<file path="config.mk">
export PLATFORM = sky130hd
export DESIGN_NAME = mc_control
export DESIGN_NICKNAME = d
export VERILOG_FILES = /design/src/rtl/mc_control.sv
export SDC_FILE = /design/constraint.sdc
export NUM_CORES = 1
export LEC_CHECK = 0
export BUFFER_PORTS_ARGS = -buffer_cell sky130_fd_sc_hd__buf_2
export CORE_MARGIN = 3
export CORE_UTILIZATION = 23
export CTS_BUF_LIST = sky130_fd_sc_hd__clkbuf_4 sky130_fd_sc_hd__clkbuf_8
export CTS_CLUSTER_DIAMETER = 100
export DETAILED_ROUTE_END_ITERATION = 10
export PLACE_DENSITY_LB_ADDON = 0.05
export SYNTH_ARGS = -nofsm -noshare
export SYNTH_HDL_FRONTEND = slang
export SYNTH_SLANG_ARGS = --single-unit
</file>
<file path="constraint.sdc">
create_clock -name clk -period 2.1 [get_ports clk]
set_input_delay 0 -clock clk [delete_from_list [all_inputs] [get_ports clk]]
set_output_delay 0 -clock clk [all_outputs]
set_load 0.02 [all_outputs]
</file>
<file path="src/rtl/mc_control.sv">
// mc_control -- multi-cycle sequencer for the RiSC-16 core.
//
// The core has one shared memory port for instruction fetch and data access.
// This block steps each instruction through FETCH/DECODE/EXEC/MEM/WB. It
// drives the datapath mux selects, the ALU function, the register/PC/IR load
// enables and the memory request handshake.
//
// Ports
//   clk          system clock, rising edge
//   reset        asynchronous active-low reset
//   instr_op     IR opcode field instr[15:13]
//   alu_stat     ALU equality status (1 = operands equal)
//   mem_ready    memory accepts/completes the current request this cycle
//   mem_req      memory request
//   mem_we       memory write enable (meaningful only with mem_req)
//   mem_sel      memory address source: 0 = PC, 1 = ALU out
//   ir_load      load IR from memory read data
//   pc_load      load PC from the mux_pc selection
//   mux_pc       next-PC select (NPC / BRANCH / ALU)
//   mux_alua     ALU A operand select
//   mux_alub     ALU B operand select
//   mux_rt       register source-2 address select
//   mux_tgt      writeback data select
//   alu_funct    ALU operation
//   reg_writeEn  register file write enable
//   state        current state, for debug
//   bus_err      sticky memory-timeout flag
//
// state  | meaning
// -------+----------------------------------------------------------
// FETCH  | request instruction at PC, load IR on mem_ready
// DECODE | one idle cycle while register reads settle
// EXEC   | ALU operates; BEQ resolves and loads PC here
// MEM    | data access at ALU address; SW loads PC on completion
// WB     | register write and PC load on the same edge
// ERROR  | memory timeout (or illegal state code), held until reset

`ifndef FUNCT_LEN
`define FUNCT_LEN 2
`endif
`ifndef FUNCT_ADD
`define FUNCT_ADD   0
`define FUNCT_NAND  1
`define FUNCT_PASSA 2
`define FUNCT_SUB   3
`endif
`ifndef SEL_PC_NPC
`define SEL_PC_NPC    2'd0
`define SEL_PC_BRANCH 2'd1
`define SEL_PC_ALU    2'd2
`endif
`ifndef SEL_ALUA_REG
`define SEL_ALUA_REG 1'b0
`define SEL_ALUA_IMM 1'b1
`define SEL_ALUB_REG 1'b0
`define SEL_ALUB_IMM 1'b1
`endif
`ifndef SEL_RT_REGC
`define SEL_RT_REGC 1'b0
`define SEL_RT_REGA 1'b1
`endif
`ifndef SEL_TGT_ALU
`define SEL_TGT_ALU 2'd0
`define SEL_TGT_MEM 2'd1
`define SEL_TGT_NPC 2'd2
`endif

module mc_control #(
  parameter int unsigned WAIT_MAX  = 15,
  parameter int unsigned FUNCT_LEN = `FUNCT_LEN
) (
  input  logic                 clk,
  input  logic                 reset,
  input  logic [2:0]           instr_op,
  input  logic                 alu_stat,
  input  logic                 mem_ready,
  output logic                 mem_req,
  output logic                 mem_we,
  output logic                 mem_sel,
  output logic                 ir_load,
  output logic                 pc_load,
  output logic [1:0]           mux_pc,
  output logic                 mux_alua,
  output logic                 mux_alub,
  output logic                 mux_rt,
  output logic [1:0]           mux_tgt,
  output logic [FUNCT_LEN-1:0] alu_funct,
  output logic                 reg_writeEn,
  output logic [2:0]           state,
  output logic                 bus_err
);

  typedef enum logic [2:0] {
    S_FETCH  = 3'd0,
    S_DECODE = 3'd1,
    S_EXEC   = 3'd2,
    S_MEM    = 3'd3,
    S_WB     = 3'd4,
    S_ERROR  = 3'd7
  } state_t;

  localparam logic [2:0] OP_ADD  = 3'd0;
  localparam logic [2:0] OP_ADDI = 3'd1;
  localparam logic [2:0] OP_NAND = 3'd2;
  localparam logic [2:0] OP_LUI  = 3'd3;
  localparam logic [2:0] OP_SW   = 3'd4;
  localparam logic [2:0] OP_LW   = 3'd5;
  localparam logic [2:0] OP_BEQ  = 3'd6;
  localparam logic [2:0] OP_JALR = 3'd7;

  localparam int          CW  = (WAIT_MAX < 2) ? 1 : $clog2(WAIT_MAX + 1);
  localparam int unsigned LIM = (WAIT_MAX > 0) ? WAIT_MAX - 1 : 0;

  state_t        state_q;
  logic [CW-1:0] wait_cnt;
  logic          timeout;

  assign state = state_q;

  // The limit is hit on the cycle whose increment would reach WAIT_MAX.
  // mem_ready is checked first, so a handshake on that cycle still wins.
  assign timeout = (WAIT_MAX != 0) && (wait_cnt == CW'(LIM));

  always_ff @(posedge clk or negedge reset) begin
    if (!reset) begin
      state_q  <= S_FETCH;
      wait_cnt <= '0;
      bus_err  <= 1'b0;
    end else begin
      case (state_q)
        S_FETCH, S_MEM: begin
          if (mem_ready) begin
            wait_cnt <= '0;
            if (state_q == S_FETCH)    state_q <= S_DECODE;
            else if (instr_op == OP_SW) state_q <= S_FETCH;
            else                        state_q <= S_WB;
          end else if (timeout) begin
            wait_cnt <= '0;
            state_q  <= S_ERROR;
            bus_err  <= 1'b1;
          end else begin
            wait_cnt <= wait_cnt + CW'(1);
          end
        end
        S_DECODE: state_q <= S_EXEC;
        S_EXEC: begin
          case (instr_op)
            OP_SW, OP_LW: state_q <= S_MEM;
            OP_BEQ:       state_q <= S_FETCH;
            default:      state_q <= S_WB;
          endcase
        end
        S_WB:    state_q <= S_FETCH;
        S_ERROR: bus_err <= 1'b1;
        default: begin
          state_q <= S_ERROR;
          bus_err <= 1'b1;
        end
      endcase
    end
  end

  always_comb begin
    mem_req     = 1'b0;
    mem_we      = 1'b0;
    mem_sel     = 1'b0;
    ir_load     = 1'b0;
    pc_load     = 1'b0;
    reg_writeEn = 1'b0;
    mux_pc      = `SEL_PC_NPC;
    alu_funct   = FUNCT_LEN'(`FUNCT_ADD);
    mux_alua    = `SEL_ALUA_REG;
    mux_alub    = `SEL_ALUB_REG;
    mux_rt      = `SEL_RT_REGC;
    mux_tgt     = `SEL_TGT_ALU;

    if (state_q != S_ERROR) begin
      case (instr_op)
        OP_ADD: ;
        OP_ADDI: mux_alub = `SEL_ALUB_IMM;
        OP_NAND: alu_funct = FUNCT_LEN'(`FUNCT_NAND);
        OP_LUI: begin
          alu_funct = FUNCT_LEN'(`FUNCT_PASSA);
          mux_alua  = `SEL_ALUA_IMM;
        end
        OP_SW: begin
          mux_alub = `SEL_ALUB_IMM;
          mux_rt   = `SEL_RT_REGA;
        end
        OP_LW: begin
          mux_alub = `SEL_ALUB_IMM;
          mux_rt   = `SEL_RT_REGA;
          mux_tgt  = `SEL_TGT_MEM;
        end
        OP_BEQ: begin
          alu_funct = FUNCT_LEN'(`FUNCT_SUB);
          mux_rt    = `SEL_RT_REGA;
        end
        default: begin
          alu_funct = FUNCT_LEN'(`FUNCT_PASSA);
          mux_rt    = `SEL_RT_REGA;
          mux_tgt   = `SEL_TGT_NPC;
        end
      endcase
    end

    case (state_q)
      S_FETCH: begin
        mem_req = 1'b1;
        ir_load = mem_ready;
      end
      S_EXEC: begin
        if (instr_op == OP_BEQ) begin
          pc_load = 1'b1;
          if (alu_stat) mux_pc = `SEL_PC_BRANCH;
        end
      end
      S_MEM: begin
        mem_req = 1'b1;
        mem_sel = 1'b1;
        mem_we  = (instr_op == OP_SW);
        pc_load = mem_ready && (instr_op == OP_SW);
      end
      S_WB: begin
        reg_writeEn = 1'b1;
        pc_load     = 1'b1;
        if (instr_op == OP_JALR) mux_pc = `SEL_PC_ALU;
      end
      default: ;
    endcase

    // Reset kills every side effect immediately, not at the next edge.
    if (!reset) begin
      mem_req     = 1'b0;
      mem_we      = 1'b0;
      ir_load     = 1'b0;
      pc_load     = 1'b0;
      reg_writeEn = 1'b0;
    end
  end

endmodule
</file>
Word level (Yosys, flattened, before mapping) --
Index checks and enable logic that the tools add are counted.
Storage, ports and cells: output and inout port bits 19, word-level logic and storage cells 72, register bits 8, input bits 7
Cells by class: reductions and logical operators 12, add/sub/neg operators 1, equal/unequal tests 17, mux-type cells 37, bitwise logic cells 2
Operator list (count):
- $mux 1 | 21
- $eq 3x3->1 const B | 6
- $pmux 3 s5 | 1
- $eq 3x2->1 const B | 4
- $mux 3 | 4
- $mux 4 | 2
- $pmux 2 s2 | 2
- $reduce_or 4->1 | 2
- $eq 3x1->1 const B | 2
- $logic_not 3->1 | 2
- $mux 2 | 3
- $pmux 2 s3 | 1
- $pmux 3 s2 | 1
- $reduce_or 3->1 | 2
- $reduce_or 6->1 | 1
- $add 4x1->4 const B | 1
- $eq 4x4->1 const B | 1
- $reduce_or 2->1 | 2
- $ne 3x1->1 const B | 1
- $ne 3x3->1 const B | 1
- $pmux 1 s3 | 1
- $reduce_and 3->1 | 1
- $ne 2x1->1 const B | 1
- $ne 2x2->1 const B | 1
- 4 further kinds | 5

Logic depth before layout (Yosys ltp) --
depth after elaboration 5, depth in mapped cells 5

Worst setup path before layout --
Ideal clock, no wire load.
path type flip-flop to output port, start point register state_q[0], in the netlist state[0], end point output alu_funct[1], data arrival time 1528 ps, slack 572 ps, cell stages (with the launch flop) 5, path buffers 2, required time 2100 ps, cells stage by stage dfrtp_1 > buf_2 > and3_1 > clkbuf_1 > nor3b_1
Between the ends: word-level cells in the longest chain between the ends 2
Ends and longest elaborated chain:
- start: declaration | RTL line 114 | state_t state_q;
- start signal: assignment | RTL line 126 | state_q <= S_FETCH;
- start signal: assignment | RTL line 134 | if (state_q == S_FETCH) state_q <= S_DECODE;
- start signal: assignment | RTL line 135 | else if (instr_op == OP_SW) state_q <= S_FETCH;
- $ne 3x3->1 | RTL line 177 | if (state_q != S_ERROR) begin
- $mux 2 | RTL line 177
- end: declaration | RTL line 87 | output logic [FUNCT_LEN-1:0] alu_funct,
Every way passes these cells.

Final worst setup path --
start point register state_q[2], in the netlist state[2], end point output pc_load
Between the ends: word-level cells in the longest chain between the ends 3, elaborated cells between the ends (all ways) 5
Ends and longest elaborated chain:
- $eq 3x3->1 or $eq 3x2->1 (tied branches) | RTL line 207 | case (state_q)
- $pmux 1 s3 (*) | RTL line 207
- $mux 1 (*) | RTL line 233 | if (!reset) begin
- end: declaration | RTL line 81 | output logic pc_load,
Mark *: on every way between the ends. The rest lies on a longest branch, timed or not.

==> results summary <==
The area occupied by registers came out at 200 µm². The post-CTS repair timing setup buffer count came out at 0. Setup repair after global routing left no endpoint under its margin. The sequential share of the synthesized area is 0.278. The worst endpoint data arrival time came out at 1860 ps. The count of unique library cells instantiated by Yosys is 39. For this block, the via count after detailed routing is 729. The number of global-route vias before repair came out at 647.

The cell depth of the worst flop-to-flop path came out at 3. The library cells used most frequently in the layout, excluding fill and tap cells, are 25 x sky130_fd_sc_hd__buf_2, 12 x sky130_fd_sc_hd__nor2_1, 8 x sky130_fd_sc_hd__dfrtp_1. The antenna diode count came out at 0. The number of design-rule violations left by the first detailed-router iteration came out at 45. The worst setup skew after layout is 7.48 ps. The initial utilization of the core area, before any placement, comes to 0.251. The deepest clock path buffer count is 2.

When the netlist entered floorplanning its net count stood at 100. The max capacitance violation total is 0. The min-delay analysis places its worst path in the category in2reg. After routing the design area is 892 µm². From left edge to right edge, the die measures 62.0 µm. The total instance count after detailed placement is 151.

The final cell utilization of the core came out at 0.310. The die is 62.0 µm tall. The critical-path maximum fanout is 22. The placed instance area came out at 860 µm². The global-route wire length before repair is 3010 µm. The total die area came out at 0.00384 mm². For this design the ratio of total power to cell area is 397 mW/mm². For this run, the total global-route usage over all layers was measured as 0.107. The mean number of vias per cell came out at 4.70. The deepest level of the CTS H-tree came out at 1. The tightest slew margin relative to the limit is 0.559. The async set-reset flop share out of synthesis came out at 1.00.

After clock tree synthesis, the repair step resized 0 gates. Synthesis produced a netlist whose cell count is 91. The most used routing layer in global routing is met1. The fraction of final layout cells sized beyond drive strength 1 is 0.274. The clock latency at the later pin of the worst-skew pair is 250 ps. The max-slew violation total from the final report was 0.

The routing usage on met1 is 0.159. The count of non-filler cells in the finished layout is 155. The hold path depth came out at 2. The required time of the critical path is 2100 ps.

The minimum setup slack in the final design came out at 243 ps. The cell area after technology mapping is 721 µm². The worst setup path is of the reg2out kind. The synthesis-stage register bit count is 8. The area of combinational cells with multiple inputs came out at 467 µm². The total I/O pin count came out at 26. The remaining global-route overflow is 0. The total clock buffers created by CTS came out at 3. The count of input and output buffers is 25.

For the pin with the worst max-slew slack, the measured transition is 661 ps. The met3 usage is 0.0372. The commonest register cell after synthesis is sky130_fd_sc_hd__dfrtp_1. The kind of start point of the critical path is a flop.

The clock-pin transition on the worst setup and hold timing paths is 60 ps. After detailed routing, the number of remaining DRC violations is 0. The weighted congestion at the end of routability-driven global placement came out at 0.765. In the finished design, the share of the clock period the worst path needs comes to 0.884. The standard-cell row count came out at 19. The final total negative setup slack came out at 0 ps. The final wirelength is 1880 µm. The global-route track usage on met2 is 0.145. The completed layout was analyzed and its total power is 0.354 mW. The worst setup timing slack at the placement stage is 491 ps. The most common cell after layout, fill and taps aside is sky130_fd_sc_hd__buf_2. The average wire per cell in the routed design came out at 12.1 µm. The number of buffers inserted for hold repair after clock tree synthesis came out at 1. The number of hold-slack violations in the final timing report is 0. In this run the clock root is driven by a sky130_fd_sc_hd__clkbuf_4.

The floorplan step defined a core boundary enclosing 0.00288 mm². TritonCTS built the clock tree. The slack of the worst reg-to-reg path is 490 ps.

The mean instance size in the synthesized netlist came out at 7.92 µm². The pin count of the biggest net entering global routing came out at 23. For this run, the detailed router's first-pass iteration total came to 4. The maximum vdd ir drop came out at 0.279 mV. The count of flip-flops with a built-in enable after synthesis is 0. The launch point of the worst hold path is mem_ready. The number of nets in the final layout came out at 124. The count of synthesis-stage warnings from yosys came out at 0. Setup violations remaining at the end of the flow were counted as 0. The filler cell count is 321.

The HPWL reported at the end of detailed placement came out at 1450 µm. Hold is met by 125 ps. The area growth from synthesis to layout is 23.8%. The worst setup path is captured at an output port. In this run the critical register-to-register path is launched from state[1]$_DFFE_PN0P_. The standby leakage power is 0.366 nW.

The residual antenna-violating net count after detailed routing is 0. The maximum clock frequency came out at 0.539 GHz. The number of antenna violations at the first check in global routing came out at 0. The launching instance or port of the critical path is state[2]$_DFFE_PN0P_. The total clock sinks is 8. The minimum clock period after layout is 1860 ps.

The run finished with clean final reports.
==> final timing paths <==
kind                                                 to
worst max-delay path                            pc_load
worst min-delay path               state[1]$_DFFE_PN0P_
worst max register to register  wait_cnt[3]$_DFFE_PN0N_
worst min register to register      bus_err$_DFFE_PN0P_
max in group asynchronous       wait_cnt[1]$_DFFE_PN0N_
min in group asynchronous          state[0]$_DFFE_PN0P_
==> layout make-up <==
cell class                 count  area share
inverter                       4      0.0168
tap                           42      0.0589
sequential                     8       0.224
multi-input combinational     72       0.523
clock buffer                   3      0.0252
timing repair buffer          26       0.151
==> flip-flops by register name, indices dropped and copies added (netlist names) <==
register and cells:
bus_err 1, state 3, wait_cnt 4
==> where the power goes <==
| group | switching, mW | internal (mW) |
|---|---|---|
| Clock | 0.0509 | 0.0653 |
| Combinational | 0.0370 | 0.0291 |
| Sequential | 0.0104 | 0.162 |
==> worst max-delay path, stage by stage (launching register included) <==
cell	delay (ps)
sky130_fd_sc_hd__dfrtp_1	620
sky130_fd_sc_hd__nor4b_4	330
sky130_fd_sc_hd__nand3_1	160
sky130_fd_sc_hd__o32ai_2	290
sky130_fd_sc_hd__buf_2	200
==> metal layers <==
| metal | vias up | wire length [µm] |
|---|---|---|
| met1 | 330 | 977 |
| li1 | 379 | - |
| met4 | 0 | 10 |
| met2 | 18 | 798 |
| met5 | - | 0 |
| met3 | 2 | 95 |
==> cell usage after synthesis, types with 2 or more instances <==
library cell / number / area share
sky130_fd_sc_hd__a21oi_1: 3 / 0.021
sky130_fd_sc_hd__buf_2: 4 / 0.028
sky130_fd_sc_hd__clkbuf_1: 2 / 0.010
sky130_fd_sc_hd__dfrtp_1: 8 / 0.28
sky130_fd_sc_hd__ha_1: 2 / 0.035
sky130_fd_sc_hd__inv_1: 4 / 0.021
sky130_fd_sc_hd__nand2_1: 6 / 0.031
sky130_fd_sc_hd__nand2b_1: 5 / 0.043
sky130_fd_sc_hd__nand3_1: 4 / 0.028
sky130_fd_sc_hd__nor2_1: 12 / 0.062
sky130_fd_sc_hd__nor2b_1: 4 / 0.035
sky130_fd_sc_hd__nor3_1: 5 / 0.035
sky130_fd_sc_hd__nor3b_1: 2 / 0.021
sky130_fd_sc_hd__nor4_1: 3 / 0.026
sky130_fd_sc_hd__o21ai_0: 3 / 0.021
==> cells by family (layout without fill, tap and decap cells) <==
group	Yosys count	in the layout	synth area share
and+or+nand+nor	48	48	0.375
AOI/OAI and AO/OA	19	19	0.200
buffers and inverters	11	33	0.0747
DFF	8	8	0.278
adders and majority gates	2	2	0.0347
xor gates and xnor gates	2	2	0.0243
muxes	1	1	0.0139
No activity file was read; power rests on OpenSTA's default activity.
